[src/rtl/qed_pkg.sv]
// Shared types and defaults for the QED replay path.
package qed_pkg;

  localparam int QED_INSN_W   = 32;
  localparam int QED_RB_DEPTH = 16;

  typedef enum logic [1:0] {
    CAPTURE = 2'd0,
    REPLAY  = 2'd1,
    DRAINED = 2'd2
  } qed_rb_state_t;

endpackage

[src/rtl/qed_replay_ram.sv]
// Instruction storage for the replay buffer.
// One synchronous write port and one combinational read port; the array has no reset.
module qed_replay_ram #(
  parameter int INSN_W = 32,
  parameter int DEPTH  = 16,
  parameter int PTR_W  = $clog2(DEPTH)
) (
  input  logic              clk,
  input  logic              we,
  input  logic [PTR_W-1:0]  waddr,
  input  logic [INSN_W-1:0] wdata,
  input  logic [PTR_W-1:0]  raddr,
  output logic [INSN_W-1:0] rdata
);

  logic [INSN_W-1:0] mem_q [DEPTH];

  always_ff @(posedge clk) begin
    if (we) mem_q[waddr] <= wdata;
  end

  assign rdata = mem_q[raddr];

endmodule

[src/rtl/qed_replay_buffer.sv]
// QED replay buffer: captures original-phase instructions into a FIFO and
// replays them in program order during the duplicate phase.
module qed_replay_buffer
  import qed_pkg::*;
#(
  parameter int INSN_W = QED_INSN_W,
  parameter int DEPTH  = QED_RB_DEPTH,
  parameter int PTR_W  = $clog2(DEPTH)
) (
  input  logic              clk,
  input  logic              rst,
  input  logic              ena,
  input  logic              exec_dup,
  input  logic              stall_IF,
  input  logic              ifu_vld,
  input  logic              flush,
  input  logic [INSN_W-1:0] ifu_qed_instruction,
  output logic [INSN_W-1:0] qic_qimux_instruction,
  output logic              vld_out,
  output logic [PTR_W:0]    count,
  output logic              full,
  output logic              empty,
  output logic              overflow,
  output logic              replay_done
);

  localparam logic [PTR_W:0] CNT_MAX = (PTR_W+1)'(DEPTH);
  localparam logic [PTR_W:0] CNT_ONE = (PTR_W+1)'(1);

  qed_rb_state_t     state_q, state_d;
  logic [PTR_W-1:0]  wr_ptr_q, wr_ptr_d;
  logic [PTR_W-1:0]  rd_ptr_q, rd_ptr_d;
  logic [PTR_W:0]    count_q, count_d;
  logic              overflow_q, overflow_d;
  logic [INSN_W-1:0] dout_q, dout_d;
  logic              vld_q, vld_d;
  logic              done_q, done_d;

  logic              full_w, empty_w;
  logic              cap_try, push, drop, pop;
  logic [INSN_W-1:0] rdata;

  assign full_w  = (count_q == CNT_MAX);
  assign empty_w = (count_q == '0);

  // Capture and replay qualifiers; flush wins over both.
  assign cap_try = (state_q == CAPTURE) & ena & ifu_vld & ~exec_dup & ~stall_IF & ~flush;
  assign push    = cap_try & ~full_w;
  assign drop    = cap_try & full_w;
  assign pop     = (state_q == REPLAY) & ena & exec_dup & ~stall_IF & ~empty_w & ~flush;

  qed_replay_ram #(
    .INSN_W (INSN_W),
    .DEPTH  (DEPTH),
    .PTR_W  (PTR_W)
  ) u_ram (
    .clk   (clk),
    .we    (push),
    .waddr (wr_ptr_q),
    .wdata (ifu_qed_instruction),
    .raddr (rd_ptr_q),
    .rdata (rdata)
  );

  always_comb begin
    state_d    = state_q;
    wr_ptr_d   = wr_ptr_q;
    rd_ptr_d   = rd_ptr_q;
    count_d    = count_q;
    overflow_d = overflow_q | drop;
    dout_d     = dout_q;
    vld_d      = vld_q;
    done_d     = done_q;

    if (flush) begin
      state_d  = CAPTURE;
      wr_ptr_d = '0;
      rd_ptr_d = '0;
      count_d  = '0;
      vld_d    = 1'b0;
      done_d   = 1'b0;
    end else begin
      if (push) begin
        wr_ptr_d = wr_ptr_q + 1'b1;
        count_d  = count_q + 1'b1;
      end
      if (pop) begin
        rd_ptr_d = rd_ptr_q + 1'b1;
        count_d  = count_q - 1'b1;
        dout_d   = rdata;
      end

      // A stall freezes the output register, including valid and done.
      if (!ena) begin
        vld_d  = 1'b0;
        done_d = 1'b0;
      end else if (!stall_IF) begin
        vld_d  = pop;
        done_d = pop & (count_q == CNT_ONE);
      end

      if (ena) begin
        case (state_q)
          CAPTURE: if (exec_dup) state_d = REPLAY;
          REPLAY: begin
            if (!exec_dup)                          state_d = CAPTURE;
            else if (pop && (count_q == CNT_ONE))   state_d = DRAINED;
          end
          DRAINED: if (!exec_dup) state_d = CAPTURE;
          default: state_d = CAPTURE;
        endcase
      end
    end
  end

  always_ff @(posedge clk or negedge rst) begin
    if (!rst) begin
      state_q    <= CAPTURE;
      wr_ptr_q   <= '0;
      rd_ptr_q   <= '0;
      count_q    <= '0;
      overflow_q <= 1'b0;
      dout_q     <= '0;
      vld_q      <= 1'b0;
      done_q     <= 1'b0;
    end else begin
      state_q    <= state_d;
      wr_ptr_q   <= wr_ptr_d;
      rd_ptr_q   <= rd_ptr_d;
      count_q    <= count_d;
      overflow_q <= overflow_d;
      dout_q     <= dout_d;
      vld_q      <= vld_d;
      done_q     <= done_d;
    end
  end

  assign qic_qimux_instruction = dout_q;
  assign vld_out               = vld_q;
  assign count                 = count_q;
  assign full                  = full_w;
  assign empty                 = empty_w;
  assign overflow              = overflow_q;
  assign replay_done           = done_q;

endmodule
[config.mk]
export PLATFORM = sky130hd
export DESIGN_NAME = qed_replay_buffer
export DESIGN_NICKNAME = d
export VERILOG_FILES = /design/src/rtl/qed_pkg.sv /design/src/rtl/qed_replay_ram.sv /design/src/rtl/qed_replay_buffer.sv
export SDC_FILE = /design/constraint.sdc
export NUM_CORES = 1
export LEC_CHECK = 0
export CORE_MARGIN = 3
export CORE_UTILIZATION = 55
export DETAILED_ROUTE_END_ITERATION = 8
export GPL_TIMING_DRIVEN = 0
export PLACE_DENSITY = 0.76
export REMOVE_ABC_BUFFERS = 1
export SLEW_MARGIN = 0
export SYNTH_ARGS = -nofsm -noshare
export SYNTH_HDL_FRONTEND = slang
export SYNTH_HIERARCHICAL = 1
export SYNTH_SLANG_ARGS = --single-unit
[constraint.sdc]
create_clock -name clk -period 4.8 [get_ports clk]
set_input_delay 1.44 -clock clk [delete_from_list [all_inputs] [get_ports clk]]
set_output_delay 1.44 -clock clk [all_outputs]
set_load 0.01 [all_outputs]
**After elaboration in Yosys (flattened, before gate mapping)**

Memory sizes are Yosys's and may differ from the RTL's. A register that Yosys moved wholly into a read port is not among the register bits.
Cells that the tools add are included.

- Register bits after elaboration: 18
- Output and inout port bits: 42
- Bits in writable memories: 512
- Memories: 1
- Input port bits: 39

- Muxes and demuxes: 22
- Bitwise logic cells: 19
- Equal/unequal tests: 8
- Reduce and logical (&&, ||, !) cells: 10
- $add $sub $neg: 4

Memory list:

| name | words | width | rd ports | clocked after Yosys merged registers in | write ports | line | text |
|---|---|---|---|---|---|---|---|
| u_ram.mem_q | 16 | 32 | 1 | 1 | 1 | qed_replay_ram.sv:16 | `logic [INSN_W-1:0] mem_q [DEPTH];` |

Operators by type and width:

| kind | number |
|---|---|
| two-way mux 4 bit | 4 |
| two-way mux 5 bit | 3 |
| AND 1 bit | 13 |
| two-way mux 2 bit | 6 |
| adder 4 x 1 -> 4 bit (second input constant) | 2 |
| two-way mux 1 bit | 8 |
| != test 3 bit (second input constant) | 2 |
| case mux 2 bit (3 select lines) | 1 |
| nonzero test 2 bit | 3 |
| adder 5 x 1 -> 5 bit (second input constant) | 1 |
| == test 5 x 1 -> 1 bit (second input constant) | 1 |
| == test 5 bit (second input constant) | 1 |
| zero test 5 bit | 1 |
| inverter 1 bit | 5 |
| subtractor 5 x 1 -> 5 bit (second input constant) | 1 |
| != test 4 x 3 -> 1 bit (second input constant) | 1 |
| AND reduction 4 bit | 1 |
| != test 3 x 2 -> 1 bit (second input constant) | 1 |
| nonzero test 3 bit | 1 |
| == test 2 x 1 -> 1 bit (second input constant) | 1 |
| == test 2 bit (second input constant) | 1 |
| zero test 2 bit | 1 |
| AND reduction 2 bit | 1 |
| logical AND 1 bit | 1 |
| other kinds (2) | 2 |

**Logic depth before layout (Yosys ltp)**

- Word-level depth: 12
- Mapped depth: 8
- Depth with buffers taken out: 7

**Cells and area by module**

The synthesis kept the hierarchy.

Modules (own cells, without submodules):

| module | instances | area an instance (um2) | sequential area each (um2) | cells each |
|---|---|---|---|---|
| qed_replay_ram | 1 | 19,213.4 | 15,374.7 | 806 |
| qed_replay_buffer | 1 | 2,208.4 | 1,251.2 | 167 |

**Worst setup path after synthesis**

Ideal clock, no wire load.

- Path kind: input to register
- Start point: input flush
- End point: memory u_ram.mem_q[0][0] (enable)
- Library setup time: 461 ps
- Data required time: 4,339 ps
- Arrival: 5,077 ps
- Stages on the path: 6
- Path slack: -738 ps
- Path buffers: 2
- Cell sequence: clkbuf_1 nor4_1 and4b_1 buf_2 or3b_2 nor3_1

- Word-level cells in the longest chain between the ends: 5

Ends and longest elaborated chain:

| what | line | text |
|---|---|---|
| from (decl) | qed_replay_buffer.sv:16 | `input logic flush,` |
| inverter 1 bit (no line) | n/a |  |
| AND 1 bit | qed_replay_buffer.sv:47 | `assign cap_try = (state_q == CAPTURE) & ena & ifu_vld & ~exec_dup & ~stall_IF & ~flush;` |
| AND 1 bit | qed_replay_buffer.sv:48 | `assign push = cap_try & ~full_w;` |
| named net push | qed_replay_buffer.sv:40 | `logic cap_try, push, drop, pop;` |
| two-way mux 1 bit | qed_replay_ram.sv:19 | `if (we) mem_q[waddr] <= wdata;` |
| two-way mux 1 bit (not written as such) | qed_replay_ram.sv:19 |  |
| to (decl) | qed_replay_ram.sv:16 |  |

The timed path passes the listed nets, and every way through them passes these cells.

**Worst setup path after layout**

- Start point: input flush
- End point: memory u_ram.mem_q[12][3] (enable)

- Word-level cells in the longest chain between the ends: 5

Ends and longest elaborated chain:

| what | line |
|---|---|
| inverter 1 bit (no line) | n/a |
| AND 1 bit | qed_replay_buffer.sv:47 |
| AND 1 bit | qed_replay_buffer.sv:48 |
| two-way mux 1 bit | qed_replay_ram.sv:19 |
| two-way mux 1 bit (not written as such) | qed_replay_ram.sv:19 |

No other way between the ends.

==> flow_summary.yaml <==
pwr:
  ir_drop_uv: 285
  power_frac_comb_pct: 4.1
  total_power_mw: 10.5
  p_switching_mw: 2.01
  power.leakage_nw: 8.15
  switching_share_pct: 19.2
  p_seq_share_pct: 52.0
  power.density_nw_per_um2: 412
  clockPowerShare_pct: 43.9
  power.internal_mw: 8.46
sta:
  fin_worst_skew_ns: 0.0112
  max_slew_margin_pct: 37.5
  period_share_pct: 96.4
  setup_viol: 0
  hold_violations: 0
  slew_violations: 0
  fin_tns_setup_ns: 0
  rsz0062_at_grt: "no"
  post-route-min-period_ns: 4.63
  fmax_mhz: 216
  worst_pin_slew_ns: 0.935
cts:
  cts.reportedPaths.clkPinSlew_ns: 0.06
  numCtsBuffers: 54
  hold_buffers: 0
  htree_num_levels: 2
  cts.sink_count: 562
  clock_path_buffers: 3
  cts_tree: "yes"
  insertion_delay_ns: 0.59
  cts_setup_buffers: 0
  cts-root-buf: "clkbuf_16"
finish:
  drive_above_1_share_pct: 27.6
  fin_nets: 1143
  final_cell_mix: "edfxtp_1, mux4_2, clkdlybuf4s50_1"
  layout_commonest_cell: "edfxtp_1"
  area_delta_synth_final_pct: 18.7
global_route:
  grt.busiest_layer: "met2"
  grt_max_degree: 53
  grt_use_met1_pct: 32.2
  grt_overflow: 0
  gr-usage-all-layers_pct: 23.0
  grt_use_met2_pct: 36.2
  grt_antenna_before_repair: 3
  grt_pass1_wl_um: 69200
  gr-usage-met3_pct: 5.83
  grt_pass1_vias: 10700
floorplanning:
  io_pins: 81
  die_x_um: 203
  dieHeight_um: 203
  die_area_um2: 41400
  num_rows: 71
  coreArea_um2: 38000
  initial_utilization_pct: 56.3
routing:
  wl_um: 46400
  via_per_inst: 6.30
  final_antenna_net_count: 0
  wl_per_cell_um: 28.0
  first_pass_iters: 5
  vias: 10400
  drc: 0
  drt_iter0_drc: 1258
yosys:
  syn_inst: 973
  synth-xor-area-share_pct: 0.327
  synth_edf_count: 512
  syn-mean-instance-area_um2: 22.0
  synth_compound_area_share_pct: 2.69
  ys_ff_latch: 562
  synthMuxAreaShare_pct: 15.3
  synth_fa_ha_area_share_pct: 0.350
  ys.flop_type: "edfxtp_1"
  ys_seq_area_share_pct: 77.6
  ys_async_sr_fraction_pct: 8.90
  synth_warnings: 6
  synth_top_family_by_area: "multiplexers"
  synth_area_um2: 21400
  synthDistinctLibCells: 43
  synthSimpleGateAreaFrac_pct: 2.46
setup_path:
  arrival_ns: 4.93
  required_ns: 5.10
  r2r_slack_ns: 1.34
  path_class: "in2reg"
  end_kind: "flop"
  worstPathMaxFanout: 20
  start_kind: "primary input"
hold_path:
  hold_class: "reg2reg"
outcome:
  status: "finished clean"
placement:
  numPortBuffers: 80
  dp_hpwl_um: 25900
  gp_congestion: 0.708
flow_run:
  maxCapViolations: 0
Yosys cell counts, types with 2 or more instances:
cell	count	area share [%]
nor3_1	6	0.14
nand4_1	2	0.058
buf_4	11	0.39
clkbuf_1	19	0.33
nand3b_1	3	0.11
nand2b_1	4	0.12
buf_2	10	0.23
nor2_1	28	0.49
buf_6	2	0.11
nand2_1	36	0.63
a22oi_1	65	2.3
o21ai_0	2	0.047
and4b_1	2	0.093
ha_1	6	0.35
nor4b_4	2	0.22
buf_1	9	0.16
nor2b_1	6	0.18
edfxtp_1	512	72
mux2_2	32	1.7
xor2_1	5	0.20
dfrtp_1	50	5.8
a21oi_1	4	0.093
mux2i_1	2	0.093
inv_1	3	0.053
mux4_2	128	13
xnor2_1	3	0.12
nand3_1	5	0.12
routing by layer:
metal  part of all wire (%)  vias to the layer above
met1                     39                     5478
met2                     49                      532
met4                    2.8                        4
li1                       -                     4325
met3                    9.6                       98
met5                  0.054                        -
worst paths after layout:
path / from / cells past startpoint / to
hold reg to reg: overflow$_DFF_PN0_ / 1 / overflow$_DFF_PN0_
hold / removal: overflow$_DFF_PN0_ / 1 / overflow$_DFF_PN0_
min in group asynchronous: rst / 1 / qic_qimux_instruction[25]$_DFFE_PN0P_
setup reg to reg: count[0]$_DFFE_PN0P_ / 9 / u_ram/mem_q[12][3]$_DFFE_PP_
max in group asynchronous: rst / 1 / rd_ptr_q[0]$_DFFE_PN0P_
setup / recovery: flush / 8 / u_ram/mem_q[12][3]$_DFFE_PP_
sequential cells by signal (all words and copies together) (netlist names):
name	count
vld_out	1
rd_ptr_q	4
state_q	2
wr_ptr_q	4
overflow	1
qic_qimux_instruction	32
replay_done	1
count	5
u_ram/mem_q	512
stage by stage:
stage                     worst slack (ns)  hold WS [ns]  utilization [%]  cells  instance area [µm²]
after detailed placement            -0.929         0.458             61.7   1553                23500
final                                0.171         0.467             66.9   1656                25400
after floorplan                      -1.47         0.503                -    922                21200
after CTS                           0.0464         0.472             66.9   1655                25400
after global placement               -4.66         0.446             59.4   1513                22600
after global routing                0.0874         0.498             66.9   1656                25400
power by group through the flow:
stage	Combinational (mW)	Clock [mW]	Sequential (mW)
final	0.424	4.60	5.44
after global routing	0.459	4.86	5.45
after CTS	0.431	4.67	5.44
after detailed placement	0.426	0	5.54
after global placement	0.407	0	5.55
after floorplan	0.144	0	5.57
worst max-delay path, stage by stage:
cell and delay, ns:
clkdlybuf4s50_1 0.87, nor4_2 0.50, and4b_2 0.52, nand3_1 0.42, nor3_4 0.57, buf_8 0.23
buf_6 0.19, buf_6 0.17
kinds of logic (layout without fill, tap and decap cells):
logic type,count (synthesis),count (layout)
fa+ha+maj,6,6
mux,163,163
xor+xnor,8,8
buf+inv,54,225
compound gates,78,78
simple gates,102,102
flops,562,562
other cells,0,1
timing repair:
action                                  4_1_cts  5_1_grt
hold endpoints to repair                      0        0
resized for setup                             2        1
endpoints found under the setup margin       30       78
cell type report:
class	instances	area [µm²]
sequential	562	16600
fill	2347	12600
multi-input combinational	357	4670
timing repair buffer	120	1510
clock buffer	68	1480
tap	511	639
clock inverter	34	479
inverter	3	11.3
antenna	1	2.50
Note: power is estimated with default switching activity, not from simulation.
